`config.mk`:
```
export PLATFORM = sky130hd
export DESIGN_NAME = seq_chunk_adder
export DESIGN_NICKNAME = d
export VERILOG_FILES = /design/src/rtl/seq_chunk_adder.sv
export SDC_FILE = /design/constraint.sdc
export NUM_CORES = 1
export LEC_CHECK = 0
export CORE_MARGIN = 4
export CORE_UTILIZATION = 36
export CTS_BUF_LIST = sky130_fd_sc_hd__clkbuf_16
export CTS_CLUSTER_DIAMETER = 200
export DETAILED_ROUTE_END_ITERATION = 10
export PLACE_DENSITY = 0.62
export SLEW_MARGIN = 10
export SYNTH_ARGS = -nofsm -noshare
export SYNTH_HDL_FRONTEND = slang
export SYNTH_SLANG_ARGS = --single-unit
```
`constraint.sdc`:
```
create_clock -name clk -period 5.1 [get_ports clk]
set_input_delay 1.275 -clock clk [delete_from_list [all_inputs] [get_ports clk]]
set_output_delay 1.275 -clock clk [all_outputs]
set_load 0.01 [all_outputs]
```
`src/rtl/seq_chunk_adder.sv`:
```
// Multi-cycle ripple-carry adder/subtractor: adds CHUNK bits per clock with a
// registered inter-chunk carry and valid/ready handshakes on both sides.
module seq_chunk_adder #(
  parameter int WIDTH = 16,
  parameter int CHUNK = 4
) (
  input  logic             clk,
  input  logic             rst_n,
  input  logic             in_valid,
  output logic             in_ready,
  input  logic [WIDTH-1:0] a,
  input  logic [WIDTH-1:0] b,
  input  logic             c_in,
  input  logic             sub,
  output logic             out_valid,
  input  logic             out_ready,
  output logic [WIDTH-1:0] sum,
  output logic             c_out,
  output logic             ovf
);

  localparam int NCH   = WIDTH / CHUNK;
  localparam int IDX_W = (NCH > 1) ? $clog2(NCH) : 1;
  localparam logic [IDX_W-1:0] LAST_IDX = IDX_W'(NCH - 1);

  typedef enum logic [1:0] {
    IDLE,
    RUN,
    DONE
  } state_t;

  state_t           state;
  logic [WIDTH-1:0] a_q;
  logic [WIDTH-1:0] b_q;
  logic             carry_q;
  logic [IDX_W-1:0] idx;

  logic [CHUNK-1:0] chunk_a;
  logic [CHUNK-1:0] chunk_b;
  logic [CHUNK-1:0] chunk_sum;
  logic             chunk_cout;
  logic             chunk_msb_cin;

  // Slice of the current chunk; the carry into its top bit is recovered from
  // the sum bit, which works for any CHUNK including 1.
  always_comb begin
    chunk_a                  = a_q[idx*CHUNK +: CHUNK];
    chunk_b                  = b_q[idx*CHUNK +: CHUNK];
    {chunk_cout, chunk_sum}  = {1'b0, chunk_a} + {1'b0, chunk_b}
                             + {{CHUNK{1'b0}}, carry_q};
    chunk_msb_cin            = chunk_sum[CHUNK-1] ^ chunk_a[CHUNK-1] ^ chunk_b[CHUNK-1];
  end

  // NOTE: all state here uses non-blocking assignments so every register
  // samples pre-edge values; operand registers are reset too so no X can
  // reach sum after an abort.
  always_ff @(posedge clk or negedge rst_n) begin
    if (!rst_n) begin
      state     <= IDLE;
      idx       <= '0;
      a_q       <= '0;
      b_q       <= '0;
      carry_q   <= 1'b0;
      sum       <= '0;
      c_out     <= 1'b0;
      ovf       <= 1'b0;
      out_valid <= 1'b0;
      in_ready  <= 1'b1;
    end else begin
      unique case (state)
        IDLE: begin
          if (in_valid) begin
            a_q      <= a;
            b_q      <= sub ? ~b : b;
            carry_q  <= sub ? 1'b1 : c_in;
            idx      <= '0;
            in_ready <= 1'b0;
            state    <= RUN;
          end
        end
        RUN: begin
          sum[idx*CHUNK +: CHUNK] <= chunk_sum;
          carry_q                 <= chunk_cout;
          if (idx == LAST_IDX) begin
            c_out     <= chunk_cout;
            ovf       <= chunk_msb_cin ^ chunk_cout;
            out_valid <= 1'b1;
            idx       <= '0;
            state     <= DONE;
          end else begin
            idx <= idx + 1'b1;
          end
        end
        DONE: begin
          // Handoff returns to IDLE; a new accept needs a further edge.
          if (out_ready) begin
            out_valid <= 1'b0;
            in_ready  <= 1'b1;
            state     <= IDLE;
          end
        end
        default: state <= IDLE;
      endcase
    end
  end

endmodule

```
Yosys cells after proc, flatten, opt, wreduce, memory -nomap -nowiden
Index checks and enable logic that the tools add are counted.
Word-level totals
  register bits after elaboration: 57
  input bits: 38
  output and inout port bits: 20
  word-level logic and storage cells: 56
Operators by class
  add/subtract/negate cells: 4
  equal/unequal tests: 6
  shifts and indexed selects: 4
  mux-type cells: 18
  bitwise operators: 4
  reduce and logical (&&, ||, !) cells: 10
Operators with widths (number)
  negation 4 -> 34 bit: 1
  variable shift 4 x 34 -> 16 bit, first input constant: 1
  variable part select 4 x 34 -> 16 bit: 1
  variable part select 16 x 5 -> 4 bit: 2
  bitwise mux 16 bit: 1
  2-to-1 mux 16 bit: 1
  NOT 16 bit: 1
  2-to-1 mux 2 bit: 5
  AND reduction 3 bit: 3
  2-to-1 mux 1 bit: 6
  inequality test 2 bit, second input constant: 3
  case mux 1 bit (2 select lines): 3
  case mux 2 bit (3 select lines): 1
  AND reduction 2 bit: 3
  nonzero test 2 bit: 3
  adder 4 x 4 -> 5 bit: 1
  adder 5 x 1 -> 5 bit: 1
  == test 2 bit, second input constant: 2
  case mux 2 bit (2 select lines): 1
  bitwise XOR 1 bit: 3
  adder 2 x 1 -> 2 bit, second input constant: 1
  == test 2 x 1 -> 1 bit, second input constant: 1
  zero test 2 bit: 1

Longest topological paths before layout
Gate-level depths: netlist (run 1).
  depth after elaboration: 6
  depth in mapped cells: 11
  depth with buffers taken out: 9

Worst setup path after synthesis (run 1)
Ideal clock, no wire load.
  path kind: reg2reg
  start point: reg idx[0]
  end point: reg ovf
  setup time: 0.129 ns
  data arrival time: 3.037 ns
  required time: 4.971 ns
  slack: 1.934 ns
  cell stages (with the launch flop): 12
  buffers on the path: 2
  period minus slack after synthesis: 3.166 ns
  cells stage by stage: dfrtp_1 buf_6 clkbuf_1 mux4_2 fa_1 inv_1 fa_1 nor2b_1 o21ai_1 nor3b_1 nor4_1 a2111o_1
Between the ends
  word-level cells in the longest chain between the ends: 6
  elaborated cells on any way between the ends: 9
  those cells by class: 2 x add/sub; 1 x eq/ne; 2 x shift; 3 x bitwise; 1 x reduce/logical
Ends and longest elaborated chain
  start, declared: RTL line 36  | logic [IDX_W-1:0] idx;
  start signal, assigned: RTL line 91  | idx <= idx + 1'b1;
  variable part select 16 x 5 -> 4 bit, on equally long branches: RTL line 47, 48
  adder 4 x 4 -> 5 bit: RTL line 49  | {chunk_cout, chunk_sum} = {1'b0, chunk_a} + {1'b0, chunk_b}
  adder 5 x 1 -> 5 bit: RTL line 50  | + {{CHUNK{1'b0}}, carry_q};
  bitwise XOR 1 bit (2 in a row): RTL line 51  | chunk_msb_cin = chunk_sum[CHUNK-1] ^ chunk_a[CHUNK-1] ^ chunk_b[CHUNK-1];
  bitwise XOR 1 bit: RTL line 86  | ovf <= chunk_msb_cin ^ chunk_cout;
  end signal, assigned: RTL line 86
  end, declared: RTL line 19  | output logic ovf
Parallel ways exist; a longest one is shown, timed or not.
A chain may end at the register's enable or synchronous reset.

Worst setup path in the final report (run 1)
Ends and elaborated chain as after synthesis.

==> qor.yml, run 1 <==
num_antenna_cells: 0
cts_root_buf: "clkbuf_16"
port_buffers: 57
cts.repair.resized: 0
timing.fmax_ghz: 0.297
period_needed_ns: 3.37
final_common_cell: "nand2_1"
synth-seq-area-share: 0.512
final_cell_mix: "nand2_1 (82), dfrtp_1 (56), clkdlybuf4s50_1 (56)"
grt_max_degree: 58
critical_path_class: "flop to flop"
hold_viol: 0
grt.overflow.total: 0
syn_area_sq_um: 2790
cts-buffers-inserted: 9
async_reset_ff_frac: 1.00
rsz0062_at_grt: "no"
cts.sinks: 57
cellLeakagePower_nw: 1.66
worst_slack_ns: 1.73
synth.ff_latch_count: 57
yosys_warnings: 0
top_usage_layer: "met2"
dp_hpwl_um: 4210
drive_gt1_frac: 0.0623
fin_skew_ns: 0.00649
cp-start-kind: "flop"
via_per_inst: 4.73
grt_pass1_wl_um: 9770
drv_slew: 0
netlist_instances: 274
clk_path_buf_depth: 2
final_antenna_net_count: 0
firstDrtPassIters: 4
setup_viol: 0
use_met3: 0.0414
fin_cells: 436
fp.dieW_um: 96.0
cp.arrival_ns: 3.56
fin_util: 0.500
dieArea_sq_um: 9210
post_drt_wl_per_cell_um: 13.3
avgSynthCellArea_sq_um: 10.2
cts_tree: "built"
finalCritPeriodShare: 0.660
die_h_um: 96.0
drc: 0
fillCellCount: 712
max-cap-violations: 0
htree_levels: 3
endpoint_kind: "flop"
relSlewSlack: 0.231
crit_fanout: 17
fin_tns_setup_ns: 0
nNetsFinal: 381
core_area_sq_um: 7370
core.rowCount: 31
grt_util_met2: 0.208
areaGrowthSynthToFinish_pct: 32.3
cts_hold_buffers: 0
dp_slack_ns: 1.75
dr.first_iter.drc_count: 116
grt_pass1_vias: 2069
synth_cell_types: 36
via_count: 2062
ios: 58
ys.flop_type: "dfrtp_1"
gp_congestion: 0.872
crit_required_ns: 5.29
use_met1: 0.188
dpl.cell_count: 420
start_util: 0.378
worstMarginPinSlew_ns: 1.15
clkTransAtPathRegs_ns: 0.05
synthesis.nets: 323
synth_edf_count: 0
fin_hold_ws_ns: 0.470
clk_latency_ns: 0.32
status: "finished clean"
cts_setup_buffers: 0
hold_path_class: "flop to flop"
ir_worst_vdd_v: 0.000250
grt.total_usage: 0.138
antenna_found_initial: 0
power.density_nw_per_um2: 637
drt-total-wl_um: 5780
-- logic make-up (layout without fill, tap and decap cells) --
group,after synthesis,in the layout,synth area share
AOI/OAI and AO/OA,49,49,0.113
xor gates and xnor gates,17,17,0.0534
muxes,8,8,0.0660
adders and majority gates,11,11,0.0548
buffers and inverters,21,84,0.0319
and+or+nand+nor,111,111,0.169
DFF,57,57,0.512
-- state kept, by name (all words and copies together) (netlist names) --
register and cells:
ovf 1, a_q 16, carry_q 1, state 2, b_q 16, out_valid 1
in_ready 1, idx 2, sum 16, c_out 1
-- report_power, final --
group	internal, mW	switching (mW)	total (mW)
Sequential	0.639	0.143	0.782
Combinational	0.469	0.602	1.07
Clock	0.315	0.183	0.498
Total	1.42	0.928	2.35
-- critical path, stage by stage, from the launching register on --
cell and delay [ns]:
dfrtp_1 0.83, mux4_2 0.61, fa_1 0.42, inv_1 0.08, fa_1 0.20, nor2b_1 0.06, o21ai_1 0.19, nor3b_1 0.38
nor4_1 0.11, a2111o_1 0.36
-- metal layers --
metal / up-vias / share of wire
li1: 1048 / -
met1: 956 / 0.47
met2: 53 / 0.46
met3: 5 / 0.053
met4: 0 / 0.011
met5: - / 0
-- final timing paths --
check | to | slack, ns | start | cells past startpoint
max | ovf | 1.73 | idx[0] | 9
min | a_q[2] | 0.47 | a_q[2] | 2
max reg2reg | ovf | 1.73 | idx[0] | 9
min reg2reg | a_q[2] | 0.47 | a_q[2] | 2
max in group asynchronous | b_q[0] | 3.53 | rst_n | 2
min in group asynchronous | sum[1] | 1.10 | rst_n | 2
-- Yosys cell counts (2+ instances only) --
| cell | n | share of area |
|---|---|---|
| a21oi_1 | 6 | 0.011 |
| a22o_1 | 8 | 0.025 |
| and3_1 | 3 | 0.0067 |
| buf_2 | 2 | 0.0036 |
| clkbuf_1 | 9 | 0.012 |
| dfrtp_1 | 56 | 0.50 |
| fa_1 | 2 | 0.014 |
| ha_1 | 9 | 0.040 |
| inv_1 | 9 | 0.012 |
| mux4_2 | 7 | 0.057 |
| nand2_1 | 82 | 0.11 |
| nand3_1 | 6 | 0.011 |
| nor2_1 | 8 | 0.011 |
| nor2b_1 | 2 | 0.0045 |
| nor3b_1 | 2 | 0.0054 |
| o21ai_0 | 22 | 0.040 |
| o31ai_1 | 7 | 0.019 |
| xnor2_1 | 16 | 0.050 |
-- metrics by stage --
step | cell area, sq um | power (mW)
after global placement | 3440 | 1.84
after detailed placement | 3440 | 1.87
final | 3690 | 2.35
after global routing | 3690 | 2.57
after floorplan | 2790 | 1.50
after CTS | 3690 | 2.38
-- area by class of cell --
type / instances / area [sq um] / share of cell area
clock buffers: 9 / 225 / 0.0611
clock inverters: 7 / 26.3 / 0.00713
inverters: 9 / 33.8 / 0.00916
multi-input cells: 196 / 1270 / 0.344
flip-flops and latches: 57 / 1430 / 0.387
well taps: 99 / 124 / 0.0336
repair buffers: 59 / 581 / 0.157
Note: power is estimated with default switching activity, not from simulation.
==> run 2, diff against run 1 <==
- clock period: 5.1 -> 3.2 ns (I/O delays scaled with it)
==> qor.yml, run 2 (synthesized netlist as in run 1, its figures left out) <==
nNetsFinal: 387  # was 381
clk_path_buf_depth: 2  # unchanged
status: "finished clean"  # unchanged
dieArea_sq_um: 9210  # unchanged
hold_viol: 0  # unchanged
dpl.cell_count: 426  # was 420
crit_fanout: 4  # was 17
fin_tns_setup_ns: 0  # unchanged
num_antenna_cells: 0  # unchanged
fp.dieW_um: 96.0  # unchanged
final_common_cell: "nand2_1"  # unchanged
drt-total-wl_um: 5980  # was 5780 um
cp-start-kind: "flop"  # unchanged
worstMarginPinSlew_ns: 0.717  # was 1.15 ns
highest_layer: "met4"  # unchanged
via_per_inst: 4.74  # was 4.73
final_cell_mix: "nand2_1 (82), dfrtp_1 (56), clkdlybuf4s50_1 (56)"  # unchanged
gp_congestion: 0.786  # was 0.872
relSlewSlack: 0.522  # was 0.231
reg_top3: "a_q x16, b_q x16, sum x16"  # unchanged
post_drt_wl_per_cell_um: 13.5  # was 13.3 um
core.rowCount: 31  # unchanged
timing.fmax_ghz: 0.352  # was 0.297 GHz
grt.total_usage: 0.143  # was 0.138
antenna_found_initial: 0  # unchanged
drc: 0  # unchanged
power.density_nw_per_um2: 1060  # was 637 nW/um^2
critical_path_class: "flop to flop"  # unchanged
fin_cells: 442  # was 436
ios: 58  # unchanged
cts-buffers-inserted: 9  # unchanged
cellLeakagePower_nw: 1.70  # was 1.66 nW
crit_required_ns: 3.40  # was 5.29 ns
grt_pass1_wl_um: 9990  # was 9770 um
core_area_sq_um: 7370  # unchanged
drv_slew: 0  # unchanged
cts_root_buf: "clkbuf_16"  # unchanged
cts.sinks: 57  # unchanged
fin_skew_ns: 0.00600  # was 0.00649 ns
setup_viol: 0  # unchanged
clk_latency_ns: 0.32  # about the same
grt_pass1_vias: 2079  # was 2069
rsz0062_at_grt: "no"  # unchanged
fillCellCount: 675  # was 712
port_buffers: 57  # unchanged
via_count: 2095  # was 2062
dr_wl_met3_um: 295  # was 304 um
wl_met2_um: 2770  # was 2670 um
finalCritPeriodShare: 0.888  # was 0.660
clkTransAtPathRegs_ns: 0.05  # about the same
drive_gt1_frac: 0.0962  # was 0.0623
firstDrtPassIters: 4  # unchanged
start_util: 0.378  # unchanged
endpoint_kind: "flop"  # unchanged
areaGrowthSynthToFinish_pct: 36.4  # was 32.3%
dr.first_iter.drc_count: 65  # was 116
final_antenna_net_count: 0  # unchanged
wl_met1_um: 2850  # was 2750 um
grt_max_degree: 58  # unchanged
hold_path_class: "flop to flop"  # unchanged
grt.overflow.total: 0  # unchanged
cts_hold_buffers: 0  # unchanged
cts_setup_buffers: 0  # unchanged
ir_worst_vdd_v: 0.000449  # was 0.000250 V
die_h_um: 96.0  # unchanged
power.total_mw: 4.04  # was 2.35 mW
period_needed_ns: 2.84  # was 3.37 ns
cp.arrival_ns: 3.04  # was 3.56 ns
max-cap-violations: 0  # unchanged
cts.repair.resized: 0  # unchanged
dp_hpwl_um: 4350  # was 4210 um
seqCellArea_sq_um: 1430  # unchanged
dp_slack_ns: 0.351  # was 1.75 ns
worst_slack_ns: 0.358  # was 1.73 ns
multi_input_area_sq_um: 1270  # unchanged
htree_levels: 3  # unchanged
cts_tree: "built"  # unchanged
## run 2: cell count changes in the layout (fill, tap and decap cells not counted)
cell        delta
buf_4          +6
inv_1          -4
clkinvlp_4     +3
bufinv_16      +2
clkinv_1       -2
clkinv_4       +1
## run 2: worst max-delay path, cell delays in order, from the launching register on
cell and delay [ns]:
dfrtp_1 0.42, mux4_2 0.54, fa_1 0.42, inv_1 0.09, fa_1 0.20, nor2b_1 0.05
o21ai_1 0.17, nor3b_1 0.38, nor4_1 0.10, a2111o_1 0.35
## run 2: final cells by class
type	instances	area share
Inverter	9	0.00889
Timing Repair Buffer	65	0.165
Clock buffer	9	0.0592
Sequential cell	57	0.376
Clock inverter	7	0.0250
Tap cell	99	0.0326
Multi-Input combinational cell	196	0.334
## run 2: worst paths after layout
| kind | from | endpoint | slack (ns) | cells after the start |
|---|---|---|---|---|
| min reg2reg | sum[2] | sum[2] | 0.47 | 2 |
| min | sum[2] | sum[2] | 0.47 | 2 |
| min in group asynchronous | rst_n | sum[1] | 0.61 | 2 |
| max in group asynchronous | rst_n | a_q[13] | 2.10 | 2 |
| max | idx[0] | ovf | 0.36 | 9 |
| max reg2reg | idx[0] | ovf | 0.36 | 9 |
## run 2: per-layer routing
| layer | up-vias | global-route usage |
|---|---|---|
| met4 | 0 | 0.0462 |
| met3 | 7 | 0.0438 |
| met1 | 977 | 0.193 |
| met2 | 49 | 0.222 |
| met5 | - | 0 |
| li1 | 1062 | - |
## run 2: through the flow
step	area (sq um)	hold slack (ns)	utilization
floorplan	2790	0.440	-
global placement	3480	0.457	0.472
detailed placement	3480	0.460	0.472
CTS	3800	0.474	0.516
global route	3800	0.497	0.516
finish	3800	0.471	0.516
## run 2: where the power goes
part | total (mW) | switching, mW | leakage (nW) | internal [mW]
clock network | 1.01 | 0.336 | 0.145 | 0.679
registers | 1.20 | 0.186 | 0.728 | 1.02
logic | 1.82 | 1.00 | 0.829 | 0.815
==> run 3, diff against run 2 <==
- CORE_MARGIN: 4 -> default
- SLEW_MARGIN: 10 -> default
==> qor.yml, run 3 (synthesized netlist as in run 1, its figures left out) <==
power.density_nw_per_um2: 1030  # was 1060 nW/um^2
cp.arrival_ns: 3.09  # was 3.04 ns
fin_tns_setup_ns: 0  # unchanged
areaGrowthSynthToFinish_pct: 34.4  # was 36.4%
grt.overflow.total: 0  # unchanged
clk_path_buf_depth: 2  # unchanged
cts.sinks: 57  # unchanged
fin_hold_ws_ns: 0.472  # was 0.471 ns
dp_hpwl_um: 4210  # was 4350 um
critical_path_class: "flop to flop"  # unchanged
final_common_cell: "nand2_1"  # unchanged
gp_congestion: 0.819  # was 0.786
intPower_mw: 2.34  # was 2.51 mW
fp.dieW_um: 90.0  # was 96.0 um
htree_levels: 3  # unchanged
endpoint_kind: "flop"  # unchanged
grt_pass1_wl_um: 10300  # was 9990 um
via_per_inst: 4.76  # was 4.74
dr.first_iter.drc_count: 151  # was 65
fin_util: 0.508  # was 0.516
relSlewSlack: 0.501  # was 0.522
cts-buffers-inserted: 9  # unchanged
p_clk_frac: 0.213  # was 0.251
antenna_found_initial: 0  # unchanged
max-cap-violations: 0  # unchanged
core_area_sq_um: 7370  # unchanged
clkTransAtPathRegs_ns: 0.05  # about the same
ff2ff_path_depth: 9  # unchanged
hold_path_class: "flop to flop"  # unchanged
switching_share: 0.392  # was 0.378
crit_required_ns: 3.40  # about the same
start_util: 0.378  # unchanged
grt_max_degree: 53  # was 58
fillCellCount: 668  # was 675
dpl.cell_count: 427  # was 426
cts_hold_buffers: 0  # unchanged
drt-total-wl_um: 5820  # was 5980 um
final_cell_mix: "nand2_1 (82), dfrtp_1 (56), clkdlybuf4s50_1 (56)"  # unchanged
grt_pass1_vias: 2139  # was 2079
die_h_um: 90.0  # was 96.0 um
timing.fmax_ghz: 0.346  # was 0.352 GHz
finalCritPeriodShare: 0.903  # was 0.888
cts_setup_buffers: 0  # unchanged
rsz0062_at_grt: "no"  # unchanged
grt.total_usage: 0.161  # was 0.143
p_comb_frac: 0.475  # was 0.450
cts.repair.resized: 0  # unchanged
final_antenna_net_count: 0  # unchanged
num_antenna_cells: 0  # unchanged
via_count: 2107  # was 2095
crit_fanout: 4  # unchanged
dieArea_sq_um: 8100  # was 9210 sq um
cp-start-kind: "flop"  # unchanged
p_switching_mw: 1.51  # was 1.53 mW
fin_cells: 443  # was 442
status: "finished clean"  # unchanged
seqPwrFrac: 0.313  # was 0.298
port_buffers: 57  # unchanged
drv_slew: 0  # unchanged
hold_viol: 0  # unchanged
min_path_cells: 2  # unchanged
firstDrtPassIters: 4  # unchanged
ios: 58  # unchanged
worstMarginPinSlew_ns: 0.748  # was 0.717 ns
cts_tree: "built"  # unchanged
reg_top3: "a_q x16, b_q x16, sum x16"  # unchanged
cts_root_buf: "clkbuf_16"  # unchanged
post_drt_wl_per_cell_um: 13.1  # was 13.5 um
nNetsFinal: 388  # was 387
cellLeakagePower_nw: 1.70  # about the same
drc: 0  # unchanged
fin_skew_ns: 0.00581  # was 0.00600 ns
clk_latency_ns: 0.32  # about the same
period_needed_ns: 2.89  # was 2.84 ns
core.rowCount: 31  # unchanged
setup_viol: 0  # unchanged
ir_worst_vdd_v: 0.000389  # was 0.000449 V
drive_gt1_frac: 0.0901  # was 0.0962
-- run 3: cell count changes in the layout (fill, tap and decap cells not counted) --
cell and delta:
clkinv_2 +3, buf_4 +1, bufinv_16 -2, clkinv_4 -1, clkinvlp_4 -3, inv_1 +2
clkinv_1 +1
-- run 3: worst paths after layout --
check,start,endpoint,slack [ns]
max,idx[0],ovf,0.31
min,sum[2],sum[2],0.47
max reg2reg,idx[0],ovf,0.31
min reg2reg,sum[2],sum[2],0.47
max in group asynchronous,rst_n,in_ready,1.90
min in group asynchronous,rst_n,sum[3],0.55
-- run 3: layout make-up --
| class | count | area [sq um] | share of cell area |
|---|---|---|---|
| Clock buffer | 9 | 225 | 0.0602 |
| Clock inverter | 7 | 30.0 | 0.00802 |
| Inverter | 9 | 33.8 | 0.00902 |
| Multi-Input combinational cell | 196 | 1270 | 0.339 |
| Sequential cell | 57 | 1430 | 0.381 |
| Tap cell | 99 | 124 | 0.0331 |
| Timing Repair Buffer | 66 | 633 | 0.169 |
-- run 3: stage by stage --
step | setup slack [ns] | instance area, sq um | power [mW]
after detailed placement | 0.348 | 3490 | 3.05
final | 0.311 | 3740 | 3.85
after global placement | 0.467 | 3490 | 3.01
after floorplan | 0.0345 | 2790 | 2.39
after global routing | 0.102 | 3740 | 4.16
after CTS | 0.328 | 3740 | 3.89
-- run 3: power by group through the flow --
stage          registers [mW]  logic, mW  clock network (mW)
2_1_floorplan            1.19       1.21                   0
3_3_place_gp             1.22       1.79                   0
3_5_place_dp             1.22       1.83                   0
4_1_cts                  1.21       1.84               0.834
5_1_grt                  1.25       2.05               0.866
6_report                 1.20       1.83               0.819
-- run 3: critical path: stages, from the launching register on --
cell and delay (ns):
dfrtp_1 0.42, mux4_2 0.54, fa_1 0.43, inv_1 0.08
fa_1 0.20, nor2b_1 0.06, o21ai_1 0.18, nor3b_1 0.38
nor4_1 0.11, a2111o_1 0.35
-- run 3: metal layers --
metal	wire [um]	vias up	global-route usage	part of all wire
met5	0	-	0	0
met4	71	0	0.0605	0.012
met3	208	8	0.0381	0.036
met2	2740	52	0.248	0.47
met1	2810	985	0.221	0.48
li1	-	1062	-	-
